===== src/rtl/seven_seg_pkg.sv =====
// -----------------------------------------------------------------------------
// seven_seg_pkg
// Shared definitions for the two-digit seven-segment bus.
//   - SEG_0 .. SEG_F : segment patterns (bit6 = a ... bit0 = g, 1 = lit).
//                      The display driver's encoder uses the same table.
//   - state_t        : capture FSM state encoding.
// -----------------------------------------------------------------------------
package seven_seg_pkg;

    localparam logic [6:0] SEG_0 = 7'b1111110;
    localparam logic [6:0] SEG_1 = 7'b0110000;
    localparam logic [6:0] SEG_2 = 7'b1101101;
    localparam logic [6:0] SEG_3 = 7'b1111001;
    localparam logic [6:0] SEG_4 = 7'b0110011;
    localparam logic [6:0] SEG_5 = 7'b1011011;
    localparam logic [6:0] SEG_6 = 7'b1011111;
    localparam logic [6:0] SEG_7 = 7'b1110000;
    localparam logic [6:0] SEG_8 = 7'b1111111;
    localparam logic [6:0] SEG_9 = 7'b1111011;
    localparam logic [6:0] SEG_A = 7'b1110111;
    localparam logic [6:0] SEG_B = 7'b0011111;
    localparam logic [6:0] SEG_C = 7'b1001110;
    localparam logic [6:0] SEG_D = 7'b0111101;
    localparam logic [6:0] SEG_E = 7'b1001111;
    localparam logic [6:0] SEG_F = 7'b1000111;

    typedef enum logic [1:0] {
        IDLE = 2'd0,
        HI   = 2'd1,
        LO   = 2'd2
    } state_t;

endpackage


===== src/rtl/seg_decode.sv =====
// -----------------------------------------------------------------------------
// seg_decode
// Combinational reverse decode of a seven-segment pattern to a hex nibble.
// Ports:
//   seg_i  in  7  segment pattern (bit6 = a ... bit0 = g)
//   nib_o  out 4  decoded nibble (0 when no match)
//   hit_o  out 1  pattern is one of the 16 driver patterns
// -----------------------------------------------------------------------------
module seg_decode
    import seven_seg_pkg::*;
(
    input  logic [6:0] seg_i,
    output logic [3:0] nib_o,
    output logic       hit_o
);

    always_comb begin
        nib_o = 4'h0;
        hit_o = 1'b1;
        case (seg_i)
            SEG_0:   nib_o = 4'h0;
            SEG_1:   nib_o = 4'h1;
            SEG_2:   nib_o = 4'h2;
            SEG_3:   nib_o = 4'h3;
            SEG_4:   nib_o = 4'h4;
            SEG_5:   nib_o = 4'h5;
            SEG_6:   nib_o = 4'h6;
            SEG_7:   nib_o = 4'h7;
            SEG_8:   nib_o = 4'h8;
            SEG_9:   nib_o = 4'h9;
            SEG_A:   nib_o = 4'hA;
            SEG_B:   nib_o = 4'hB;
            SEG_C:   nib_o = 4'hC;
            SEG_D:   nib_o = 4'hD;
            SEG_E:   nib_o = 4'hE;
            SEG_F:   nib_o = 4'hF;
            default: hit_o = 1'b0;
        endcase
    end

endmodule


===== src/rtl/seven_seg_capture.sv =====
// -----------------------------------------------------------------------------
// seven_seg_capture
// Receive-side monitor for a two-digit multiplexed seven-segment bus. Waits
// for each digit phase to settle, reverse-decodes it and reassembles the
// 8-bit character (high digit first, then low digit).
//
// state | meaning
// IDLE  | not aligned; waiting for the anode to rise (start of a high phase)
// HI    | high-nibble phase in progress
// LO    | low-nibble phase in progress, high nibble held in hi_nib_q
//
// Ports:
//   clk        in  1  system clock
//   rst        in  1  asynchronous active-high reset
//   anode_in   in  1  digit select (0 = low nibble, 1 = high nibble shown)
//   seg_in     in  7  segment lines, bit6 = a ... bit0 = g, 1 = lit
//   char_out   out 8  last correctly captured character
//   char_valid out 1  one-cycle pulse, char_out updated this cycle
//   seg_err    out 1  one-cycle pulse, phase discarded
//   stalled    out 1  anode has not toggled for TIMEOUT cycles
// -----------------------------------------------------------------------------
module seven_seg_capture
    import seven_seg_pkg::*;
#(
    parameter int SYNC_STAGES = 2,
    parameter int MIN_STABLE  = 4,
    parameter int TIMEOUT     = 64,
    parameter int CNT_W       = 8
) (
    input  logic       clk,
    input  logic       rst,
    input  logic       anode_in,
    input  logic [6:0] seg_in,
    output logic [7:0] char_out,
    output logic       char_valid,
    output logic       seg_err,
    output logic       stalled
);

    localparam int STB_W = $clog2(MIN_STABLE + 1);

    logic [SYNC_STAGES-1:0] anode_sync_q;
    logic [6:0]             seg_sync_q [SYNC_STAGES];
    logic                   anode_s;
    logic [6:0]             seg_s;

    logic                   anode_prev_q;
    logic [6:0]             seg_prev_q;
    logic                   toggle;
    logic                   seg_chg;

    logic [STB_W-1:0]       stable_cnt_q, stable_cnt_d;
    logic [6:0]             phase_seg_q;
    logic                   phase_ok_q;
    logic [CNT_W-1:0]       phase_cnt_q, phase_cnt_d;
    logic                   timeout_hit;

    logic [3:0]             dec_nib;
    logic                   dec_hit;
    logic                   phase_good;

    state_t                 state_q;
    logic [3:0]             hi_nib_q;
    logic [7:0]             char_q;
    logic                   valid_q;
    logic                   err_q;
    logic                   stalled_q;

    // Synchronizers
    always_ff @(posedge clk or posedge rst) begin
        if (rst) begin
            anode_sync_q <= '0;
            for (int i = 0; i < SYNC_STAGES; i++) seg_sync_q[i] <= 7'h00;
        end else begin
            anode_sync_q <= {anode_sync_q[SYNC_STAGES-2:0], anode_in};
            seg_sync_q[0] <= seg_in;
            for (int i = 1; i < SYNC_STAGES; i++) seg_sync_q[i] <= seg_sync_q[i-1];
        end
    end

    assign anode_s = anode_sync_q[SYNC_STAGES-1];
    assign seg_s   = seg_sync_q[SYNC_STAGES-1];
    assign toggle  = (anode_s != anode_prev_q);
    assign seg_chg = (seg_s != seg_prev_q);

    always_comb begin
        stable_cnt_d = stable_cnt_q;
        if (toggle || seg_chg)
            stable_cnt_d = '0;
        else if (stable_cnt_q != STB_W'(MIN_STABLE))
            stable_cnt_d = stable_cnt_q + 1'b1;

        phase_cnt_d = phase_cnt_q;
        if (toggle)
            phase_cnt_d = '0;
        else if (phase_cnt_q != CNT_W'(TIMEOUT))
            phase_cnt_d = phase_cnt_q + 1'b1;
    end

    // Fires once, on the cycle the counter steps onto TIMEOUT; a toggle wins.
    assign timeout_hit = !toggle && (phase_cnt_q == CNT_W'(TIMEOUT - 1));

    // Phase tracking: stability counter and captured pattern
    always_ff @(posedge clk or posedge rst) begin
        if (rst) begin
            anode_prev_q <= 1'b0;
            seg_prev_q   <= 7'h00;
            stable_cnt_q <= '0;
            phase_cnt_q  <= '0;
            phase_seg_q  <= 7'h00;
            phase_ok_q   <= 1'b0;
        end else begin
            anode_prev_q <= anode_s;
            seg_prev_q   <= seg_s;
            stable_cnt_q <= stable_cnt_d;
            phase_cnt_q  <= phase_cnt_d;
            if (toggle) begin
                phase_ok_q <= 1'b0;
            end else if (!seg_chg && stable_cnt_q == STB_W'(MIN_STABLE)) begin
                // A later stable pattern in the same phase overwrites.
                phase_seg_q <= seg_s;
                phase_ok_q  <= 1'b1;
            end
        end
    end

    seg_decode u_seg_decode (
        .seg_i (phase_seg_q),
        .nib_o (dec_nib),
        .hit_o (dec_hit)
    );

    assign phase_good = phase_ok_q && dec_hit;

    // Capture FSM with registered outputs
    always_ff @(posedge clk or posedge rst) begin
        if (rst) begin
            state_q   <= IDLE;
            hi_nib_q  <= 4'h0;
            char_q    <= 8'h00;
            valid_q   <= 1'b0;
            err_q     <= 1'b0;
            stalled_q <= 1'b0;
        end else begin
            valid_q <= 1'b0;
            err_q   <= 1'b0;
            if (toggle) begin
                stalled_q <= 1'b0;
                case (state_q)
                    IDLE: begin
                        if (anode_s) state_q <= HI;
                    end
                    HI: begin
                        if (phase_good) begin
                            hi_nib_q <= dec_nib;
                            state_q  <= LO;
                        end else begin
                            err_q   <= 1'b1;
                            state_q <= IDLE;
                        end
                    end
                    LO: begin
                        if (phase_good) begin
                            char_q  <= {hi_nib_q, dec_nib};
                            valid_q <= 1'b1;
                        end else begin
                            err_q <= 1'b1;
                        end
                        // The toggle that closes a low phase opens a high phase.
                        state_q <= HI;
                    end
                    default: state_q <= IDLE;
                endcase
            end else if (timeout_hit) begin
                stalled_q <= 1'b1;
                state_q   <= IDLE;
            end
        end
    end

    assign char_out   = char_q;
    assign char_valid = valid_q;
    assign seg_err    = err_q;
    assign stalled    = stalled_q;

endmodule


===== config.mk =====
export PLATFORM = sky130hd
export DESIGN_NAME = seven_seg_capture
export DESIGN_NICKNAME = d
export VERILOG_FILES = /design/src/rtl/seven_seg_pkg.sv /design/src/rtl/seg_decode.sv /design/src/rtl/seven_seg_capture.sv
export SDC_FILE = /design/constraint.sdc
export NUM_CORES = 1
export LEC_CHECK = 0
export ABC_AREA = 1
export CAP_MARGIN = 20
export CORE_MARGIN = 2
export CORE_UTILIZATION = 57
export CTS_BUF_LIST = sky130_fd_sc_hd__clkbuf_16
export DETAILED_ROUTE_END_ITERATION = 12
export MAX_ROUTING_LAYER = met4
export PLACE_DENSITY = 0.85
export SLEW_MARGIN = 20
export SYNTH_ARGS = -nofsm -noshare
export SYNTH_HDL_FRONTEND = slang
export SYNTH_SLANG_ARGS = --single-unit

===== constraint.sdc =====
create_clock -name clk -period 2.11 [get_ports clk]
set_input_delay 0.211 -clock clk [delete_from_list [all_inputs] [get_ports clk]]
set_output_delay 0.211 -clock clk [all_outputs]
set_load 0.005 [all_outputs]

# Word-level counts from Yosys, hierarchy flattened
# Index checks and enable logic that the tools add are counted.
totals:
  register_bits: 60
  inputBits: 10
  romBits: 0
  output_inout_bits: 11
  latch_bits: 0
  n_memories: 0
  ramBits: 0
  word_cells: 81
classes:
  n_shift: 0
  eq_ne: 25
  muxes: 21
  n_lt_le_gt_ge: 0
  bitwise_logic: 1
  add_sub_neg: 2
  multipliers: 0
  reduce_logical: 17
  n_div: 0
op_table:
  columns: ["operator", "n"]
  rows:
  - ["$eq 7x7->1 const B", 12]
  - ["$pmux 4 s15", 1]
  - ["$eq 7x6->1 const B", 3]
  - ["$mux 8", 2]
  - ["$reduce_or 16->1", 1]
  - ["$mux 1", 11]
  - ["$add 8x1->8 const B", 1]
  - ["$eq 8x6->1 const B", 1]
  - ["$mux 2", 4]
  - ["$ne 8x7->1 const B", 1]
  - ["$reduce_bool 2->1", 4]
  - ["$eq 7x5->1 const B", 1]
  - ["$ne 7x7->1", 1]
  - ["$mux 3", 2]
  - ["$ne 3x3->1 const B", 2]
  - ["$pmux 2 s3", 1]
  - ["$reduce_and 3->1", 2]
  - ["$reduce_and 2->1", 2]
  - ["$add 3x1->3 const B", 1]
  - ["$eq 3x3->1 const B", 1]
  - ["$logic_and 1x1->1", 3]
  - ["$eq 2x1->1 const B", 1]
  - ["$eq 2x2->1 const B", 1]
  - ["$logic_not 1->1", 2]
  - ["other kinds (5)", 5]

# Depth between registers and ports, before layout
# Gate-level depths: netlist of run 1.
logic_depth:
  ltp_word: 7
  ltp_mapped: 11
  ltp_nobuf: 11

# Cells and area by module
# From an unflattened synthesis of run 1, not the netlist that was laid out.
hier_totals:
  cells_unflattened: 333
  area_unflattened_um2: 2735.1
modules_own_cells:
  columns: ["mod", "n_inst", "seq_area_each_um2", "area_each_um2", "cells_each"]
  rows:
  - ["seven_seg_capture", 1, 1501.4, 2438.6, 263]
  - ["seg_decode", 1, 0.0, 296.5, 70]

# Least setup slack after synthesis of run 1
# No wires, ideal clock.
synth_timing:
  path_kind: "reg-to-reg"
  from: "register seg_sync_q (netlist bit seg_s[2])"
  to: "register phase_seg_q[6]"
  path_stages_with_launch: 9
  period_less_slack_ns: 1.443
  t_required_ns: 1.993
  t_arrival_ns: 1.326
  setup_time_ns: 0.117
  path_slack_ns: 0.667
  n_path_buf: 1
  path_cell_list: "dfrtp_1 xor2_1 nor3b_1 nand3_1 nor2_4 nand2_2 buf_6 nand2_1 nand2_1"
synth_between:
  elab_chain_len: 4
synth_rtl:
  columns: ["item", "line_no", "rtl"]
  rows:
  - ["start, declared", "seven_seg_capture.sv:43", "logic [6:0] seg_sync_q [SYNC_STAGES];"]
  - ["$ne 7x7->1", "seven_seg_capture.sv:84", "assign seg_chg = (seg_s != seg_prev_q);"]
  - ["$logic_not 1->1", "seven_seg_capture.sv:119", "end else if (!seg_chg && stable_cnt_q == STB_W'(MIN_STABLE)) begin"]
  - ["$logic_and 1x1->1", "seven_seg_capture.sv:119", null]
  - ["$reduce_and 2->1 (no source line)", null, null]
  - ["end signal, assigned", "seven_seg_capture.sv:121", "phase_seg_q <= seg_s;"]
  - ["end, declared", "seven_seg_capture.sv:53", "logic [6:0] phase_seg_q;"]
# Every way passes these cells.
# A chain may end at the register's enable or synchronous reset.

# Final worst setup path of run 1
layout_timing:
  from: "register anode_sync_q[1]"
  to: "register char_q[5], in the netlist char_out[5]"
layout_between:
  elab_chain_len: 2
layout_rtl:
  columns: ["item", "line_no", "rtl"]
  rows:
  - ["start, declared", "seven_seg_capture.sv:42", "logic [SYNC_STAGES-1:0] anode_sync_q;"]
  - ["start signal, assigned", "seven_seg_capture.sv:75", "anode_sync_q <= {anode_sync_q[SYNC_STAGES-2:0], anode_in};"]
  - ["$ne 1x1->1", "seven_seg_capture.sv:83", "assign toggle = (anode_s != anode_prev_q);"]
  - ["$reduce_and 3->1 (no source line)", null, null]
  - ["end signal, assigned", "seven_seg_capture.sv:164", "char_q <= {hi_nib_q, dec_nib};"]
  - ["end, declared", "seven_seg_capture.sv:64", "logic [7:0] char_q;"]
# Every way passes these cells.

==> results of run 1 <==
[worst reg2reg max path, delay by kind of cell (launching register included)]
| family | cells | cell delay (ns) |
|---|---|---|
| AND/OR/NAND/NOR | 3 | 0.53 |
| buffers and inverters | 2 | 0.45 |
| adder cells (fa/ha/maj) | 1 | 0.38 |
| flip-flops | 1 | 0.34 |
[layer usage]
metal	global-route usage	vias to the layer above	share of wire
li1	-	1005	-
met1	0.242	918	0.45
met2	0.329	34	0.50
met3	0.0470	11	0.030
met4	0.121	0	0.020
met5	-	-	0
[registers in the layout, indices dropped and copies added (netlist names)]
name / flops
anode_sync_q: 2
phase_cnt_q: 8
anode_prev_q: 1
phase_seg_q: 7
char_out: 8
seg_err: 1
seg_prev_q: 7
stable_cnt_q: 3
seg_s: 7
seg_sync_q: 7
stalled: 1
state_q: 2
hi_nib_q: 4
char_valid: 1
phase_ok_q: 1
[cell type report]
type	instances	area share
Multi-Input combinational cell	197	0.321
Sequential cell	60	0.459
Clock inverter	6	0.0248
Inverter	32	0.0367
Clock buffer	9	0.0688
Timing Repair Buffer	22	0.0695
Tap cell	54	0.0206
[power by group]
group	total, mW	switching (mW)	internal [mW]
Clock	1.49	0.474	1.01
Combinational	0.157	0.0938	0.0631
Sequential	1.22	0.0278	1.19
Total	2.87	0.596	2.27
[worst paths after layout]
kind	startpoint	end	slack, ns	cells after the start
max in group asynchronous	rst	phase_seg_q[0]$_DFFE_PP0P_	1.61	3
min	rst	seg_sync_q[9]$_DFF_PP0_	0.26	3
max reg2reg	anode_sync_q[1]$_DFF_PP0_	char_out[5]$_DFFE_PP0P_	0.30	6
min reg2reg	seg_sync_q[8]$_DFF_PP0_	seg_s[1]$_DFF_PP0_	0.34	0
max	anode_sync_q[1]$_DFF_PP0_	char_out[5]$_DFFE_PP0P_	0.30	6
min in group clk	seg_in[0]	seg_sync_q[7]$_DFF_PP0_	0.32	1
[cell usage in the layout (no fill, tap or decap), types with 2 or more instances in the layout]
master,n
dfrtp_1,60
nor2_1,23
nand2_1,81
o21ai_2,4
and2_1,2
nor2_2,4
nand2_2,4
nor3_1,3
inv_2,3
bufinv_16,2
o21ai_0,8
clkdlybuf4s50_1,20
nand3_1,17
xor2_1,5
nor2_4,3
ha_1,9
a21oi_1,9
nor4_1,2
nand4_1,15
inv_1,30
nor3b_1,2
clkbuf_16,9
clkinv_2,2
[cells by family (layout without fill, tap and decap cells)]
group,Yosys count,in the layout,share of synthesized area
adder cells (fa/ha/maj),9,9,0.0417
XOR/XNOR,6,6,0.0194
AND/OR/NAND/NOR,160,160,0.281
flip-flops,60,60,0.556
AO/OA/AOI/OAI,22,22,0.0472
buffers and inverters,37,69,0.0556
[per-stage QoR]
| stage | worst slack [ns] | hold slack [ns] | cell area [um^2] | instances | utilization |
|---|---|---|---|---|---|
| 6_report | 0.305 | 0.262 | 3270 | 380 | 0.703 |
| 5_1_grt | 0.145 | 0.302 | 3270 | 380 | 0.703 |
| 4_1_cts | 0.293 | 0.271 | 3270 | 380 | 0.703 |
| 3_5_place_dp | 0.321 | 0.335 | 2970 | 365 | 0.637 |
| 3_3_place_gp | 0.400 | 0.331 | 2970 | 365 | 0.637 |
| 2_1_floorplan | 0.414 | 0.242 | 2700 | 294 | - |
==> run summary, run 1 <==
Maxcap violations: 0
Setup crit start kind: flip-flop
Reg area: 0.00150 mm^2
Crit-path max FO: 14
Max Fclk: 0.554 GHz
Most frequent cells after synthesis: 81 x nand2_1, 60 x dfrtp_1, 30 x inv_1, 23 x nor2_1, 17 x nand3_1
DRC viols: 0
Synth cell types: 28
Final wirelength: 4640 um
Total chip power: 2.87 mW
Number of flops mapped to enable cells by yosys: 0
Largest net degree at the start of global routing: 61
Routability cong.: 0.868
Layout cells sized above 1: 0.113
Post-detailed-route via-to-cell ratio: 5.18
Initial Util: 0.580
Area of the multi-input gates: 0.00105 mm^2
N_diodes: 0
Hold_buf cts: 0
Rel. slew slack: 0.573
Setup-failing EPs final: 0
Cells after Synth: 294
Synth warn: 0
Vias in the first global route: 1884
Synth area leader: dfrtp_1
Avg Inst Size Synth: 9.19 um^2
Gr usage total: 0.207
Worst-path cell chain: inv_1 > ha_1 > inv_1 > nand4_2 > nand2_1 > nand2_1
#FFs+latches synth: 60
PortBufs: 20
Worst path required time: 2.32 ns
Tightest Hold Check Type: in2async
RSZ-0062 raised after global routing: no
Count leader, synth: nand2_1
Slowest CP cell: inv_1
Root buf cell: clkbuf_16
Status: complete, no violations
DR pass1 iterations: 4
GRT Residual Overflow: 0
Row count: 25
Asr flop ratio synth: 1.00
Die area: 0.00531 mm^2
Least-Margin Pin Slew: 0.634 ns
Initial antenna violation count: 0
Setup TNS: 0 ns
Clk sinks: 60
Crit path time final: 1.81 ns
Total power divided by cell area: 876 mW/mm^2
Period utilization: 0.856
Crit. End Element: flip-flop
Ranking of synthesized cells by area: dfrtp_1 56%, nand2_1 11%, ha_1 4.2%
Final hold violation count: 0
DR iter-0 viols: 106
Max IR drop VDD: 1020 uV
Final #Nets: 341
Worst-Skew Late Latency: 0.33 ns
WL per Instance: 12.2 um
TritonCTS clock tree: yes
Post-synth top flop: dfrtp_1
Fill cells: 324
First-pass GRT wire length: 8050 um
Static leakage: 1.69 nW
Core Box Area: 0.00466 mm^2
DP HPWL: 3200 um
Via Count: 1968
CTS max path bufs: 2
Die H: 72.9 um
Post-CTS Setup Inserts: 0
Fin. max-slew vios: 0
Die X-Extent: 72.9 um
Yosys top cell area share: 0.556
Sequential area share after synthesis: 0.556
Post-route antenna net violation count: 0
TritonCTS buffer count: 9
Ports: 21
Clock Skew: 0.00544 ns
Worst-path clk slew: 0.05 ns
Area growth syn-to-layout: 21.2%
Kind of critical path: reg2reg
Syn nets: 313
Synthesized cell area: 0.00270 mm^2
CP Buf/Inv Count: 2
CP max stage delay: 0.40 ns
Arr. time, crit path: 2.02 ns
PostCTS Resize Cnt: 0
Delay-heaviest family, CP: simple AND/OR/NAND/NOR gates
Number of H-tree levels: 3
(Power assumes the default switching activity.)
==> inputs of run 2 (changes only) <==
SLEW_MARGIN = unset   (was 20)
==> results of run 2 <==
Final layout, timing and power as in run 1 (identical DEF).
